### config.mk
export PLATFORM = sky130hd
export DESIGN_NAME = barker_sync_ctrl
export DESIGN_NICKNAME = d
export VERILOG_FILES = /design/src/rtl/barker_sync_ctrl.sv
export SDC_FILE = /design/constraint.sdc
export NUM_CORES = 1
export LEC_CHECK = 0
export CORE_UTILIZATION = 45
export CTS_CLUSTER_DIAMETER = 80
export CTS_CLUSTER_SIZE = 16
export DETAILED_ROUTE_END_ITERATION = 10
export PLACE_DENSITY_LB_ADDON = 0.15
export SETUP_SLACK_MARGIN = 0.4
export SYNTH_ARGS = -nofsm -noshare
export SYNTH_HDL_FRONTEND = slang
export SYNTH_SLANG_ARGS = --single-unit
### constraint.sdc
create_clock -name clk -period 1.4 [get_ports clk]
set_input_delay 0.14 -clock clk [delete_from_list [all_inputs] [get_ports clk]]
set_output_delay 0.14 -clock clk [all_outputs]
set_load 0.05 [all_outputs]
### src/rtl/barker_sync_ctrl.sv
// Barker-11 symbol sync controller: acquisition, polarity
// demodulation and loss-of-lock tracking around a shared correlator.
module barker_sync_ctrl #(
  parameter int MAX_MISS = 3,
  parameter int MISS_W   = 3
) (
  input  logic        clk,
  input  logic        rst_n,
  input  logic        en,
  input  logic        chip_in,
  input  logic        chip_valid,
  input  logic [3:0]  acq_thr,
  input  logic [3:0]  trk_thr,
  input  logic        corr_hit,
  output logic [10:0] din_buc,
  output logic [3:0]  threshold,
  output logic        locked,
  output logic        sync_pulse,
  output logic        bit_valid,
  output logic        bit_data,
  output logic        bit_err,
  output logic        lost_pulse
);

  typedef enum logic [1:0] {
    IDLE,
    SEARCH,
    LOCK,
    CHKINV
  } state_t;

  localparam logic [MISS_W-1:0] LAST_MISS = MISS_W'(MAX_MISS - 1);

  state_t            state;
  state_t            state_n;
  logic [10:0]       win;
  logic [10:0]       snap;
  logic [10:0]       snap_n;
  logic [3:0]        chip_cnt;
  logic [3:0]        chip_cnt_n;
  logic [MISS_W-1:0] miss_cnt;
  logic [MISS_W-1:0] miss_cnt_n;
  logic              eval;
  logic              sync_n;
  logic              bv_n;
  logic              bd_n;
  logic              be_n;
  logic              lost_n;

  assign din_buc   = (state == CHKINV) ? ~snap : win;
  assign threshold = (state == IDLE || state == SEARCH) ? acq_thr : trk_thr;
  assign locked    = (state == LOCK || state == CHKINV);

  always_ff @(posedge clk) begin
    if (!rst_n) begin
      state      <= IDLE;
      win        <= '0;
      snap       <= '0;
      chip_cnt   <= '0;
      miss_cnt   <= '0;
      eval       <= 1'b0;
      sync_pulse <= 1'b0;
      bit_valid  <= 1'b0;
      bit_data   <= 1'b0;
      bit_err    <= 1'b0;
      lost_pulse <= 1'b0;
    end else begin
      state      <= state_n;
      snap       <= snap_n;
      chip_cnt   <= chip_cnt_n;
      miss_cnt   <= miss_cnt_n;
      sync_pulse <= sync_n;
      bit_valid  <= bv_n;
      bit_data   <= bd_n;
      bit_err    <= be_n;
      lost_pulse <= lost_n;
      // IDLE holds the window empty so every acquisition starts clean
      if (state == IDLE) begin
        win <= '0;
      end else if (chip_valid) begin
        win <= {win[9:0], chip_in};
      end
      eval <= chip_valid && (state != IDLE);
    end
  end

  always_comb begin
    state_n    = state;
    snap_n     = snap;
    chip_cnt_n = chip_cnt;
    miss_cnt_n = miss_cnt;
    sync_n     = 1'b0;
    bv_n       = 1'b0;
    bd_n       = bit_data;
    be_n       = bit_err;
    lost_n     = 1'b0;
    if (!en) begin
      state_n = IDLE;
    end else begin
      unique case (state)
        IDLE: begin
          state_n = SEARCH;
        end
        SEARCH: begin
          if (eval && corr_hit) begin
            state_n    = LOCK;
            chip_cnt_n = '0;
            miss_cnt_n = '0;
            sync_n     = 1'b1;
          end
        end
        LOCK: begin
          if (eval) begin
            if (chip_cnt == 4'd10) begin
              chip_cnt_n = '0;
              if (corr_hit) begin
                bv_n       = 1'b1;
                bd_n       = 1'b1;
                be_n       = 1'b0;
                miss_cnt_n = '0;
              end else begin
                snap_n  = win;
                state_n = CHKINV;
              end
            end else begin
              chip_cnt_n = chip_cnt + 4'd1;
            end
          end
        end
        CHKINV: begin
          // a chip landing here belongs to the next symbol
          if (eval) begin
            chip_cnt_n = chip_cnt + 4'd1;
          end
          bv_n = 1'b1;
          bd_n = 1'b0;
          if (corr_hit) begin
            be_n       = 1'b0;
            miss_cnt_n = '0;
            state_n    = LOCK;
          end else begin
            be_n = 1'b1;
            if (miss_cnt == LAST_MISS) begin
              miss_cnt_n = '0;
              lost_n     = 1'b1;
              state_n    = SEARCH;
            end else begin
              miss_cnt_n = miss_cnt + 1'b1;
              state_n    = LOCK;
            end
          end
        end
      endcase
    end
  end

endmodule

==> metrics.log <==
[metrics] highest clock rate: 632.4 MHz
[metrics] unrepaired setup endpoints after global routing: true
[metrics] Worst setup startpoint: chip_cnt[0]
[metrics] total chip power: 2.107 mW
[metrics] number of fillers in the final layout: 134
[metrics] number of enable flip-flop cells after synthesis: 0
[metrics] r2r setup slk: -0.18 ns
[metrics] count of pins on the block boundary: 35
[metrics] Hold WC Path Type: primary input to register
[metrics] Via density: 5.729
[metrics] DIE WIDTH: 63.06 µm
[metrics] cell with the largest stage delay on the worst path: sky130_fd_sc_hd__dfxtp_2
[metrics] Die Span Y: 63.06 µm
[metrics] core region area: 3442 µm²
[metrics] result of the run: finished, violations left
[metrics] cell type contributing the most total cell area after synthesis: sky130_fd_sc_hd__dfxtp_1
[metrics] Seq cells post-synth: 37
[metrics] Buffers on Ports: 34
[metrics] worst-path maximum fanout: 6
[metrics] detailed placer's ending HPWL: 3012 µm
[metrics] fraction of registers with async set or reset after synthesis: 0%
[metrics] WL final: 6207 µm
[metrics] Max rail drop VDD: 0.6490 mV
[metrics] post-synthesis cell type count: 37
[metrics] Max Buffers Root-to-Sink: 2
[metrics] Reg-to-Reg Start: chip_cnt[0]
[metrics] CP Buf/Inv Count: 4
[metrics] initial antenna violation count: 0
[metrics] arrival time of data at the critical path endpoint: 1.81 ns
[metrics] minimum setup slack in the final design: -0.1813 ns
[metrics] mapped cell area: 1678 µm²
[metrics] insertion delay of the later-clocked pin in the worst-skew pair: 0.30 ns
[metrics] Die ar.: 3977 µm²
[metrics] Hold Violations, Final: 0
[metrics] Final Max Tran Viols: 0
[metrics] remaining antenna violation count: 0
[metrics] Hold WS: 0.4970 ns
[metrics] syn avg cell area: 8.185 µm²
[metrics] commonest register cell after synthesis: sky130_fd_sc_hd__dfxtp_1
[metrics] Worst slew margin: 79.08%
[metrics] cell family with the largest share of critical-path delay: buffers and inverters
[metrics] hold_sp: corr_hit
[metrics] number of levels in the clock H-tree: 2
[metrics] sequential area share after synthesis: 44.15%
[metrics] number of sinks on the clock net: 37
[metrics] average routed wire per standard cell: 19.77 µm
[metrics] router iterations before antenna repair: 4
[metrics] violations in the final reports: setup timing
[metrics] wire length of the first global-routing pass: 7569 µm
[metrics] Setup violations, final: 29
[metrics] biggest area contributors in the synthesized netlist: sky130_fd_sc_hd__dfxtp_1 44%, sky130_fd_sc_hd__o21ai_0 8.9%, sky130_fd_sc_hd__mux2i_1 7.2%
[metrics] Clock transition at path regs: 0.07 ns
[metrics] total number of yosys warnings: 0
[metrics] total leakage power: 1.172 nW
[metrics] Worst Setup Path Type: register to register
[metrics] Synth top area share: 44.15%
[metrics] longest individual stage delay on the worst path: 0.33 ns
[metrics] num rows: 21
[metrics] worst-margin pin slew: 0.3051 ns
[metrics] Post-Route Skew: 0.003309 ns
[metrics] kind of start point of the critical path: register
[metrics] logic depth of the worst setup path including buffers: 9
[metrics] Crit Reg-Reg Endpoint: snap[1]
[metrics] minimum clock period: 1.581 ns
[metrics] Setup crit end: snap[1]
[metrics] initial detailed-routing violation count: 73
[metrics] post-synthesis to final-layout area growth: 87.02%
[metrics] post-layout util: 91.17%
[metrics] most prevalent standard cell on the critical path: sky130_fd_sc_hd__buf_6
[metrics] Total GRT Usage: 25.12%
[metrics] Initial Util: 48.75%
[metrics] number of standard cells after synthesis: 205
[metrics] number of remaining DRC errors: 0
[metrics] logic depth of the worst register-to-register path: 9
[metrics] required time worst endpoint: 1.63 ns
[metrics] power per unit of standard cell area: 671.4 nW/µm²
[metrics] layout cells sized above 1: 50.75%
[metrics] Post-layout nets: 283
[metrics] number of vias after detailed routing: 1799
[metrics] list of cells traversed by the critical path: inv_2 -> ha_4 -> nand3b_1 -> buf_6 -> nor4_4 -> buf_6 -> buf_12 -> nand3_1 -> o21ai_1
[metrics] type of destination of the critical path: register
[metrics] period utilization: 113.0%
[metrics] cell at the root of the clock tree: sky130_fd_sc_hd__clkbuf_8
[metrics] leftover overflow at the end of global routing: 0
[metrics] number of antenna diodes: 0
[metrics] TritonCTS buffer count: 5
[metrics] largest net degree at the start of global routing: 23
[metrics] number of global-route vias before repair: 1565
[metrics] placer's final routability congestion estimate: 0.8009
[metrics] Net Count, Synth: 221
[metrics] CTS tree: yes
[metrics] MaxCap Viol Count: 0
[worst min-delay path, stage by stage]
cell and delay [ns]:
sky130_fd_sc_hd__dlygate4sd2_1 0.37, sky130_fd_sc_hd__or4_4 0.22, sky130_fd_sc_hd__nor2_2 0.03
[area by class of cell]
type                       instances  area, µm²  area share [%]
multi-input combinational        148       1279           40.75
tap                               46      57.56           1.834
timing repair buffer              70      923.4           29.43
clock buffer                       7      96.34           3.070
sequential                        37      758.2           24.16
inverter                           5      18.77          0.5981
clock inverter                     1      5.005          0.1595
[cell usage in the layout (no fill, tap or decap), drive strengths merged, types with 2 or more instances in the layout]
master / count
nor2: 21
mux2: 4
nand2b: 2
a21oi: 3
a31oi: 2
o21ai: 31
dfxtp: 37
buf: 53
nand3: 15
clkbuf: 11
nand2: 33
o211a: 2
and2: 4
mux2i: 12
o22ai: 2
ha: 2
clkdlybuf4s50: 12
inv: 5
[state kept, by name (all words and copies together) (netlist names)]
name        flops
eval            1
bit_err         1
miss_cnt        3
state           2
chip_cnt        4
win            11
bit_valid       1
snap           11
sync_pulse      1
bit_data        1
lost_pulse      1
[power breakdown]
part           internal (mW)  switching, mW  total [mW]
logic                 0.0930          0.114       0.207
registers               1.05        0.00533        1.06
clock network          0.445          0.399       0.844
[how the worst min path moves through the flow]
stage	endpoint	cells past startpoint
2_1_floorplan	win[0]	2
3_3_place_gp	chip_cnt[3]	1
3_5_place_dp	snap[10]	2
4_1_cts	win[0]	3
5_1_grt	snap[3]	2
6_report	lost_pulse	3
[synth_stat cells (2+ instances only)]
| cell | count |
|---|---|
| sky130_fd_sc_hd__dfxtp_1 | 37 |
| sky130_fd_sc_hd__nand2_1 | 32 |
| sky130_fd_sc_hd__o21ai_0 | 30 |
| sky130_fd_sc_hd__nor2_1 | 21 |
| sky130_fd_sc_hd__nand3_1 | 15 |
| sky130_fd_sc_hd__mux2i_1 | 12 |
| sky130_fd_sc_hd__clkbuf_1 | 10 |
| sky130_fd_sc_hd__inv_1 | 5 |
| sky130_fd_sc_hd__and2_1 | 4 |
| sky130_fd_sc_hd__mux2_2 | 4 |
| sky130_fd_sc_hd__a21oi_1 | 3 |
| sky130_fd_sc_hd__a31oi_1 | 2 |
| sky130_fd_sc_hd__buf_4 | 2 |
| sky130_fd_sc_hd__ha_1 | 2 |
| sky130_fd_sc_hd__nand2b_1 | 2 |
| sky130_fd_sc_hd__o211a_1 | 2 |
| sky130_fd_sc_hd__o22ai_1 | 2 |
[what timing repair did]
item,4_1_cts,5_1_grt
hold buffers,0,0
setup buffers,5,5
setup endpoints to repair,54,55
resized for setup,32,65
gates cloned,1,4
pin swaps,13,7
[logic make-up after synthesis]
kind of cell | after synthesis | share of synthesized area, %
muxes | 16 | 9.843
AOI/OAI and AO/OA | 47 | 16.55
adders and majority gates | 2 | 1.491
and+or+nand+nor | 83 | 22.89
DFF | 37 | 44.15
buffers and inverters | 20 | 5.070
[metrics by stage]
| stage | setup slack (ns) | TNS [ns] | std cells | area (µm²) |
|---|---|---|---|---|
| after floorplan | 0.04503 | 0 | 205 | 1919 |
| after global placement | -0.1594 | -2.216 | 291 | 2479 |
| after detailed placement | -0.2023 | -3.228 | 291 | 2479 |
| after CTS | 0.0007017 | 0 | 305 | 2755 |
| after global routing | -0.2609 | -2.956 | 314 | 3138 |
| final | -0.1813 | -1.679 | 314 | 3138 |
[metal layers]
layer | global-route usage, % | up-vias | share of wire [%] | routed length, µm
met4 | 10.76 | 0 | 2.5 | 157
met3 | 6.703 | 13 | 6.2 | 383
met5 | 0 | - | 0 | 0
met2 | 42.47 | 73 | 53 | 3295
met1 | 29.62 | 876 | 38 | 2371
li1 | - | 837 | - | -
No activity file was read; power rests on OpenSTA's default activity.
==> patch (same settings) <==
Change the parameter `MISS_W` from 3 to 5.
--- a/src/rtl/barker_sync_ctrl.sv
+++ b/src/rtl/barker_sync_ctrl.sv
@@ -3,5 +3,5 @@
 module barker_sync_ctrl #(
   parameter int MAX_MISS = 3,
-  parameter int MISS_W   = 3
+  parameter int MISS_W   = 5
 ) (
   input  logic        clk,
Formal check against the unedited RTL: same outputs for any inputs over 10 cycles, from zero or initial values and one cycle with rst_n low; that may be too few to reach the edited logic, so the function may still have changed.
==> patch against the unedited design <==
  * The flow still finishes with violations (setup timing)
  * Total power is 0.96% higher
  * Sequential share of layout area decreased by 1.2 points
  * Sequential cell count up 2
  * Synthesized area rose by 15%
  * Cell area grew 11%
  * Wire length up 5.8%
  * Sequential power is 5% higher
  * Worst setup slack better by 53 ps
==> patch: results (changes against the unedited design) <==
| Metric | Value |
|---|---|
| Status | finished with violations |
| Failing checks | setup timing |
| Critical-path maximum fanout | 4 (-2) |
| Synthesized Nets | 240 (+8.6%) |
| Vias in the first global route | 1,713 (+9.5%) |
| 1st-iter DRT viols | 88 (+21%) |
| Syn Inst Count | 222 (+8.3%) |
| Top-area cell type share of the netlist area | 0.405 (-0.0368) |
| Fill cells | 176 (+31%) |
| Placed wire-length estimate | 2.97 mm (-1.3%) |
| Placer congestion estimate | 0.836 (+4.3%) |
| Max stage delay on crit path | 530 ps (+200 ps) |
| Clock Skews | 4.88 ps (+1.57 ps) |
| Final hold slack | 478 ps (-19.5 ps) |
| Leakage power | 1.37 nW (+17%) |
| Finished Layout Cells | 351 (+12%) |
| Ranking of synthesized cells by area | dfxtp_1 40%, mux2i_1 12%, nand2_1 8.8% |
| First-pass GRT wire length | 7.79 mm (+2.9%) |
| Placed Cells | 318 (+9.3%) |
| Largest net degree at the start of global routing | 21 (-8.7%) |
| Biggest regs | snap: 11 flops, win: 11 flops, miss_cnt: 5 flops |
| CTS Buf Count | 5 (unchanged) |
| Worst setup path start | miss_cnt[0] |
| Top cells by count, synth | 45 x nand2_1, 39 x dfxtp_1, 23 x mux2i_1 |
| Hold_sp | en |
| Final worst setup slack | -129 ps (+52.5 ps) |
| Compound-gate portion of the synthesized area | 0.108 (-0.0579) |
| Seq/Total Area, Yosys | 0.405 (-0.0368) |
| Routed WL per cell | 18.7 um (-5.4%) |
| RR Startpoint | miss_cnt[0] |
| Worst Path Arrival | 1730 ps (-80 ps) |
| Post-synthesis cell type count | 42 (+14%) |
| Via density | 5.66 (-1.2%) |
| Post-synthesis adder-cell area fraction | 0.0259 (+0.0110) |
| GR Util All Layers | 0.229 (-0.0219) |
| Maximum vdd drop | 0.594 mV (-8.5%) |
| Mux contribution to synthesized area | 0.143 (+0.0442) |
| Relative slew slack | 0.787 (-0.00415) |
| Share of cells above drive strength 1 | 0.502 (-0.00580) |
| Final setup fails | 26 (-10%) |
| Critical-path top delay cell | or4_1 |
==> patch: cell types whose count changed after synthesis, moves of 4 or more <==
cell      delta
mux2i_1     +11
clkbuf_1     -4
nand4_1      +6
nand3_1      -7
nor3_1       +5
buf_2        +5
o21ai_0     -17
nand2_1     +13
nor2_1       -7
==> patch: kinds of logic after synthesis <==
| kind of cell | count (synthesis) |
|---|---|
| AO/OA/AOI/OAI | 32 |
| adder cells (fa/ha/maj) | 4 |
| buffers and inverters | 23 |
| flip-flops | 39 |
| multiplexers | 27 |
| AND/OR/NAND/NOR | 97 |
==> patch: path summary, 6_finish.rpt <==
| path | to | depth (start not counted) |
|---|---|---|
| max | miss_cnt[4] | 6 |
| min | chip_cnt[1] | 4 |
| max reg2reg | miss_cnt[4] | 6 |
| min reg2reg | snap[10] | 2 |
==> patch: timing repair <==
item	4_1_cts	5_1_grt
setup endpoints to repair	54	57
cloned	4	1
gates resized for setup	36	58
pin swaps	6	23
hold buffers	0	0
setup buffers	4	16
==> patch: where the power goes <==
group          switching, mW  internal [mW]  leakage [nW]  total, mW
Sequential           0.00368           1.10         0.319       1.11
Combinational          0.132          0.138          1.00      0.270
Clock                  0.399          0.350        0.0455      0.749
==> patch: per-stage QoR <==
stage / setup TNS, ps / worst slack [ps] / area (um2)
2_1_floorplan: 0 / 41.4 / 2140
3_3_place_gp: -2400 / -151 / 2780
3_5_place_dp: -2680 / -176 / 2780
4_1_cts: -631 / -38.8 / 3100
5_1_grt: -2360 / -139 / 3490
6_report: -1020 / -129 / 3490
==> patch: final cells by class <==
| cell class | count | area [um2] | area share |
|---|---|---|---|
| multi-input cells | 160 | 1450 | 0.414 |
| flip-flops and latches | 39 | 801 | 0.229 |
| inverters | 6 | 22.5 | 0.00645 |
| clock buffers | 6 | 72.6 | 0.0208 |
| clock inverters | 2 | 11.3 | 0.00322 |
| repair buffers | 88 | 1080 | 0.308 |
| well taps | 50 | 62.6 | 0.0179 |
==> patch: worst max-delay path, delay by kind of cell, from the launching register on <==
kind	cells	cell delay, ps
AND/OR/NAND/NOR	2	640
flip-flops	1	340
buffers and inverters	2	220
adder cells (fa/ha/maj)	1	130
AO/OA/AOI/OAI	1	130
==> patch: per-layer routing <==
metal	global-route usage	wire length, um	vias to the layer above
met3	0.0355	176	12
met2	0.384	3600	52
met1	0.296	2650	981
li1	-	-	941
met5	0	0	-
met4	0.0798	142	0
